$ cat src/rtl/sad_pe_array.sv
// Motion-estimation SAD engine: 16 staggered PEs accumulate |ref - search| over NPIX pixels
// per pass and present each PE's result once, with a one-hot ready and its (x, y) vector.
module sad_pe_array #(
  parameter int NPIX  = 16,
  parameter int NPASS = 16
) (
  input  logic         clock,
  input  logic         reset,
  input  logic         start,
  input  logic [7:0]   r_pix,
  input  logic [127:0] s_pix,
  output logic [127:0] peout,
  output logic [15:0]  peready,
  output logic [3:0]   vectorx,
  output logic [3:0]   vectory,
  output logic         compstart,
  output logic         busy,
  output logic         done
);

  localparam int         NPE   = 16;
  localparam logic [7:0] TLAST = 8'(NPIX + NPE - 1);
  localparam logic [7:0] NPIX8 = 8'(NPIX);
  localparam logic [3:0] PLAST = 4'(NPASS - 1);

  typedef enum logic [1:0] {IDLE, RUN, DONE} state_e;

  state_e         state_q, state_d;
  logic [7:0]     t_q, t_d;
  logic [3:0]     pass_q, pass_d;
  logic [7:0]     rdly_q [1:NPE-1];
  logic [NPE-1:0] fin;
  logic [15:0]    peready_q;
  logic [3:0]     vx_q, vx_d, vy_q;

  always_ff @(posedge clock or posedge reset) begin
    if (reset) begin
      state_q <= IDLE;
      t_q     <= '0;
      pass_q  <= '0;
    end else begin
      state_q <= state_d;
      t_q     <= t_d;
      pass_q  <= pass_d;
    end
  end

  always_comb begin
    state_d = state_q;
    t_d     = t_q;
    pass_d  = pass_q;
    case (state_q)
      IDLE: begin
        if (start) begin
          state_d = RUN;
          t_d     = '0;
          pass_d  = '0;
        end
      end
      RUN: begin
        if (t_q == TLAST) begin
          t_d = '0;
          if (pass_q == PLAST) state_d = DONE;
          else                 pass_d  = pass_q + 4'd1;
        end else begin
          t_d = t_q + 8'd1;
        end
      end
      DONE:    state_d = IDLE;
      default: state_d = IDLE;
    endcase
  end

  // Tap j carries the reference pixel seen j cycles ago, so PE j lines up with its stagger.
  always_ff @(posedge clock or posedge reset) begin
    if (reset) begin
      for (int j = 1; j < NPE; j++) rdly_q[j] <= '0;
    end else begin
      rdly_q[1] <= r_pix;
      for (int j = 2; j < NPE; j++) rdly_q[j] <= rdly_q[j-1];
    end
  end

  for (genvar i = 0; i < NPE; i++) begin : g_pe
    logic [7:0] ref_px, srch_px, diff, offs, sum;
    logic [8:0] add;
    logic       active;
    logic [7:0] acc_q, res_q;

    if (i == 0) begin : g_tap0
      assign ref_px = r_pix;
    end else begin : g_tapn
      assign ref_px = rdly_q[i];
    end

    assign srch_px = s_pix[8*i +: 8];
    assign diff    = (ref_px >= srch_px) ? (ref_px - srch_px) : (srch_px - ref_px);
    assign add     = {1'b0, acc_q} + {1'b0, diff};
    // Offset wraps for t < i, which lands well above any legal NPIX and reads as inactive.
    assign offs    = t_q - 8'(i);
    assign active  = (state_q == RUN) && (offs < NPIX8);
    assign sum     = (offs == 8'd0) ? diff : (add[8] ? 8'hFF : add[7:0]);
    assign fin[i]  = active && (offs == NPIX8 - 8'd1);

    always_ff @(posedge clock or posedge reset) begin
      if (reset) begin
        acc_q <= '0;
        res_q <= '0;
      end else if (active) begin
        acc_q <= sum;
        if (fin[i]) res_q <= sum;
      end
    end

    assign peout[8*i +: 8] = res_q;
  end

  always_comb begin
    vx_d = '0;
    for (int i = 0; i < NPE; i++) begin
      if (fin[i]) vx_d = 4'(i);
    end
  end

  // Completion strobes are registered so ready, vector and lane data appear together.
  always_ff @(posedge clock or posedge reset) begin
    if (reset) begin
      peready_q <= '0;
      vx_q      <= '0;
      vy_q      <= '0;
    end else begin
      peready_q <= fin;
      vx_q      <= vx_d;
      if (|fin) vy_q <= pass_q;
    end
  end

  assign peready   = peready_q;
  assign vectorx   = vx_q;
  assign vectory   = vy_q;
  assign busy      = (state_q == RUN);
  assign compstart = busy;
  assign done      = (state_q == DONE);

endmodule

$ cat config.mk
export PLATFORM = sky130hd
export DESIGN_NAME = sad_pe_array
export DESIGN_NICKNAME = d
export VERILOG_FILES = /design/src/rtl/sad_pe_array.sv
export SDC_FILE = /design/constraint.sdc
export NUM_CORES = 2
export LEC_CHECK = 0
export ABC_AREA = 1
export CAP_MARGIN = 20
export CORE_MARGIN = 10
export CORE_UTILIZATION = 40
export CTS_BUF_LIST = sky130_fd_sc_hd__clkbuf_16
export DETAILED_ROUTE_END_ITERATION = 10
export GPL_TIMING_DRIVEN = 0
export PLACE_DENSITY = 0.59
export SYNTH_ARGS = -nofsm -noshare
export SYNTH_HDL_FRONTEND = slang
export SYNTH_SLANG_ARGS = --single-unit
$ cat constraint.sdc
create_clock -name clock -period 13.8 [get_ports clock]
set_clock_uncertainty 0.15 [all_clocks]
set_input_delay 2.76 -clock clock [delete_from_list [all_inputs] [get_ports clock]]
set_output_delay 2.76 -clock clock [all_outputs]
set_load 0.1 [all_outputs]
Yosys cells after proc, flatten, opt, wreduce, memory -nomap -nowiden

Index checks and enable logic that the tools add are counted.

Flip-flop bits (word level): 414
Output and inout bits: 155
Logic and storage cells: 318

Add/sub/neg operators: 65
Magnitude comparators: 32
Equal/unequal tests: 24
Mux-type cells: 74
Reductions and logical operators: 70

Operators by type and width:

| cell                                                       | number |
|---|---|
| 2-to-1 mux 8 bit                                           | 50 |
| subtractor 8 bit                                           | 32 |
| adder 8 x 8 -> 9 bit                                       | 16 |
| equality test 8 x 4 -> 1 bit, second input constant        | 16 |
| greater-or-equal comparator 8 bit                          | 16 |
| zero test 8 bit                                            | 16 |
| less-than comparator 8 x 5 -> 1 bit, second input constant | 16 |
| 2-to-1 mux 4 bit                                           | 17 |
| subtractor 8 x 4 -> 8 bit, second input constant           | 8 |
| AND reduction 2 bit                                        | 17 |
| logical AND 1 bit                                          | 32 |
| subtractor 8 x 3 -> 8 bit, second input constant           | 4 |
| case mux 8 bit (2 select lines)                            | 1 |
| OR reduction 16 bit                                        | 1 |
| subtractor 8 x 2 -> 8 bit, second input constant           | 2 |
| adder 8 x 1 -> 8 bit, second input constant                | 1 |
| equality test 8 x 5 -> 1 bit, second input constant        | 1 |
| case mux 4 bit (2 select lines)                            | 1 |
| subtractor 8 x 1 -> 8 bit, second input constant           | 1 |
| 2-to-1 mux 2 bit                                           | 3 |
| adder 4 x 1 -> 4 bit, second input constant                | 1 |
| equality test 4 bit, second input constant                 | 1 |
| != test 2 x 1 -> 1 bit, second input constant              | 2 |
| != test 2 bit, second input constant                       | 2 |
| other kinds (8)                                            | 8 |

Longest topological paths before layout

Depth in word-level cells: 19
Depth in mapped cells: 27
Mapped depth without buffers: 27

Worst setup path before layout

OpenSTA, ideal clock, no wires.

Path kind: input-to-reg
Start: input port s_pix[21]
End: register g_pe[2].res_q[4]
Setup time: 0.068 ns
Arrival time: 6.016 ns
Data required time: 13.582 ns
Setup slack: 7.566 ns
Stages on the path: 22
Buffers on the path: 0
Cell sequence: inv_1 ha_1 a21o_1 a221oi_1 nand3_1 o21ai_0 xor2_1 inv_1 ha_1 a21oi_1 o21ai_0 a21oi_1 or2_2 nand2_1 nand2_1 a21oi_1 inv_1 nand3_2 inv_1 a22oi_1 nand2_1 nand2_1

Word-level cells in the longest chain between the ends: 5
Elaborated cells on any way between the ends: 7

RTL lines:

| element                                                                      | RTL line | text |
|---|---|---|
| from (decl)                                                                  | 11       | `input logic [127:0] s_pix,` |
| subtractor 8 bit / greater-or-equal comparator 8 bit (equally long branches) | 97       | `assign diff = (ref_px >= srch_px) ? (ref_px - srch_px) : (srch_px - ref_px);` |
| 2-to-1 mux 8 bit (*)                                                         | 97       |  |
| adder 8 x 8 -> 9 bit                                                         | 98       | `assign add = {1'b0, acc_q} + {1'b0, diff};` |
| 2-to-1 mux 8 bit                                                             | 102      | `assign sum = (offs == 8'd0) ? diff : (add[8] ? 8'hFF : add[7:0]);` |
| 2-to-1 mux 8 bit (*)                                                         | 102      |  |
| to (signal assigned)                                                         | 111      | `if (fin[i]) res_q <= sum;` |
| to (decl)                                                                    | 88       | `logic [7:0] acc_q, res_q;` |

Mark *: on every way between the ends. The rest lies on a longest branch, timed or not.
A chain may end at the register's enable or synchronous reset.

Final worst setup path

Start: input port s_pix[28]
End: register g_pe[3].acc_q[1]

Word-level cells in the longest chain between the ends: 5
Elaborated cells on any way between the ends: 7

RTL lines:

| element                                                                      | RTL line | text |
|---|---|---|
| subtractor 8 bit / greater-or-equal comparator 8 bit (equally long branches) | 97       |  |
| 2-to-1 mux 8 bit (*)                                                         | 97       |  |
| adder 8 x 8 -> 9 bit                                                         | 98       |  |
| 2-to-1 mux 8 bit                                                             | 102      |  |
| 2-to-1 mux 8 bit (*)                                                         | 102      |  |
| to (signal assigned)                                                         | 110      | `acc_q <= sum;` |
| to (decl)                                                                    | 88       |  |

Marked as above.

==> impl_metrics.yaml <==
synth:
  synth_cell_type_count: 59
  yosysTopAreaCellShare: 0.327
  yosys.area.top_type: "dfrtp_1"
  ys.flop_type: "dfrtp_1"
  synth_warnings: 0
  seq_area_frac_synth: 0.327
  synth_nets: 4713
  syn_area_mm2: 0.0317
  synth_edf_count: 0
  synth_cells: 4143
  async_flop_share: 1.00
  synthTopCellsByArea: "dfrtp_1, ha_1, nand2_1, inv_1, o21ai_0"
  ys_ff_latch: 414
  syn_avg_cell_area_um2: 7.65
pwr:
  switching_share: 0.349
  worst_ir_drop_vdd_mv: 0.0867
  comb_power_share: 0.325
  pwr-share-seq: 0.312
  p_int_mw: 2.62
  p_sw_mw: 1.41
  power_density_mw_per_mm2: 106
  power_leakage_nw: 19.4
  clock_power_share: 0.363
routing:
  drc: 0
  first_pass_iters: 5
  wl_per_cell_um: 16.5
  drt-total-wl_um: 92300
  ant_nets: 0
  drt_iter0_drc: 1792
  num_vias: 27700
  avgViaCountPerCell: 4.95
critical_path:
  critPathKind: "input pin to flip-flop"
  reg2regPathDepth: 19
  cp_slowest_cell: "clkdlybuf4s50_1"
  critPathMaxFanout: 10
  worst_ep_arrival_time_ps: 7140
  reg2reg_setup_slack_ps: 9160
  required_ps: 14120
  crit_path_end_kind: "flip-flop"
  path_cells: "clkdlybuf4s50_1 > inv_1 > ha_1 > nand2_1 > nor2_1 > nand4_1 > nand3_1 > clkbuf_1 > mux2_2 > fa_1 > nand3_1 > nand3_1 > a21oi_1 > o21bai_1 > nand2_1 > a21oi_1 > nor3_2 > inv_1 > o22ai_1 > o21ai_0"
  cp.depth: 20
  slowest_delay_ps: 490
  startpoint_type: "input pin"
  r2r-end: "g_pe[12].acc_q[1]$_DFFE_PP0P_"
  crit_buf_inv: 4
  path_delay_family: "simple AND/OR/NAND/NOR gates"
  crit_top_cell: "nand3_1"
  worstReg2RegStart: "g_pe[12].ref_px[4]$_DFF_PP0_"
cells_and_area:
  drive_gt1_frac: 0.0521
  final_util: 0.483
  fillers: 7857
  area_growth_pct: 20.1
  layout.cells.non_filler: 5601
  ff_latch_area_mm2: 0.0104
  final_cell_mix: "nand2_1, inv_1, dfrtp_1"
  multi_input_area_mm2: 0.0182
  nNetsFinal: 5075
  final_common_cell: "nand2_1"
hold_path:
  worstHoldPathCells: 0
  holdCritStartpoint: "g_pe[2].ref_px[7]$_DFF_PP0_"
  hold_path.class: "flip-flop to flip-flop"
  min_to: "g_pe[3].ref_px[7]$_DFF_PP0_"
placed_design:
  place.gp.congestion: 0.930
  hpwl_um: 75100
  portBuffers: 293
  dp_cells: 5500
clocking:
  cts_tree: "yes"
  ctsHoldBuffers: 0
  cts_root_buffer: "clkbuf_16"
  cts_resized: 0
  numCtsBuffers: 53
  h-tree-depth: 2
  cts.sinks: 414
  clk_pin_slew_ps: 60
  post-cts-setup-buffer-count: 0
  clk-insertion-delay-late_ps: 630
  clock_path_buffers: 3
grt:
  overflow: 0
  grt_start_max_net_pins: 42
  grt_pass1_vias: 27300
  grtUsageTotal: 0.200
  antenna_found_initial: 1
  grt_first_pass_wirelength_um: 147000
die:
  row_count: 103
  die_x_um: 301
  die_y_um: 301
  die_area_mm2: 0.0909
  io_pins: 294
  initial_utilization: 0.402
  core_mm2: 0.0787
status:
  outcome: "complete, no violations"
sta:
  grt_setup_unrepaired: "false"
  setup_violations: 0
  fin_crit_ps: 6820
  fmaxAchievable_ghz: 0.147
  slew_violations: 0
  finalCritPeriodShare: 0.495
  relSlewSlack: 0.235
  worstMarginPinSlew_ps: 1140
  setup_tns_ps: 0
  final_hold_viol_count: 0
job:
  cap_viol_max_count: 0
-- cell families (layout without fill, tap and decap cells) --
group | after synthesis | after routing | share of synthesized area
AOI/OAI and AO/OA | 766 | 766 | 0.137
xor gates and xnor gates | 164 | 164 | 0.0458
adders and majority gates | 431 | 431 | 0.182
buffers and inverters | 811 | 1216 | 0.0974
DFF | 414 | 414 | 0.327
muxes | 7 | 7 | 0.00237
other | 0 | 3 | 0
and+or+nand+nor | 1550 | 1550 | 0.209
-- flip-flops by register name, indices dropped and copies added, names as in the netlist --
| name | count |
|---|---|
| peready | 16 |
| t_q | 8 |
| vectory | 4 |
| vectorx | 4 |
| g_pe.acc_q | 128 |
| g_pe.ref_px | 120 |
| state_q | 2 |
| g_pe.res_q | 128 |
| pass_q | 4 |
-- metal layers --
metal	vias to the layer above	routed length, um	part of all wire	track usage
met1	12900	41000	0.44	0.258
li1	14100	-	-	-
met2	649	43500	0.47	0.339
met5	-	0	0	0
met4	0	2490	0.027	0.0574
met3	121	5430	0.059	0.0366
-- cells in the mapped netlist, types with 33 or more instances --
master       n
ha_1       383
a21oi_1    264
inv_2       40
xor2_1     131
o21ai_0    272
nor2_1     181
inv_1      705
fa_1        48
dfrtp_1    414
o22ai_1     39
nand2_1   1058
o21ai_1     33
nand3_1    182
clkbuf_1    40
-- power by group through the flow --
| stage | clock network, mW | logic (mW) | registers, mW |
|---|---|---|---|
| global placement | 0 | 1.28 | 1.28 |
| detailed placement | 0 | 1.30 | 1.28 |
| floorplan | 0 | 0.989 | 1.27 |
| finish | 1.46 | 1.31 | 1.25 |
| global route | 1.56 | 1.51 | 1.26 |
| CTS | 1.51 | 1.31 | 1.26 |
-- cell type report --
class / instances / area share
Tap cell: 1050 / 0.0345
Clock inverter: 44 / 0.0124
Inverter: 750 / 0.0741
Antenna cell: 3 / 0.000197
Multi-Input combinational cell: 2918 / 0.479
Sequential cell: 414 / 0.272
Timing Repair Buffer: 307 / 0.0844
Clock buffer: 54 / 0.0355
Buffer: 61 / 0.00710
-- how the worst max path moves through the flow --
stage,from,slack [ps],endpoint
final,s_pix[28],6980,g_pe[3].acc_q[1]$_DFFE_PP0P_
after detailed placement,s_pix[21],6370,g_pe[2].res_q[4]$_DFFE_PP0P_
after CTS,s_pix[52],6980,g_pe[6].res_q[0]$_DFFE_PP0P_
after global placement,reset,2010,g_pe[5].res_q[6]$_DFFE_PP0P_
after global routing,s_pix[52],6410,g_pe[6].res_q[0]$_DFFE_PP0P_
after floorplan,reset,5310,g_pe[0].acc_q[0]$_DFFE_PP0P_
-- per-stage QoR --
step	hold slack [ps]	instance area, um^2	power [mW]	worst slack (ps)
after floorplan	207	31700	2.25	5310
after global placement	219	35900	2.56	2010
after detailed placement	232	36200	2.58	6370
after CTS	247	38000	4.08	6980
after global routing	256	38000	4.32	6410
final	240	38000	4.03	6980
Power figures use the tool's default switching activity.
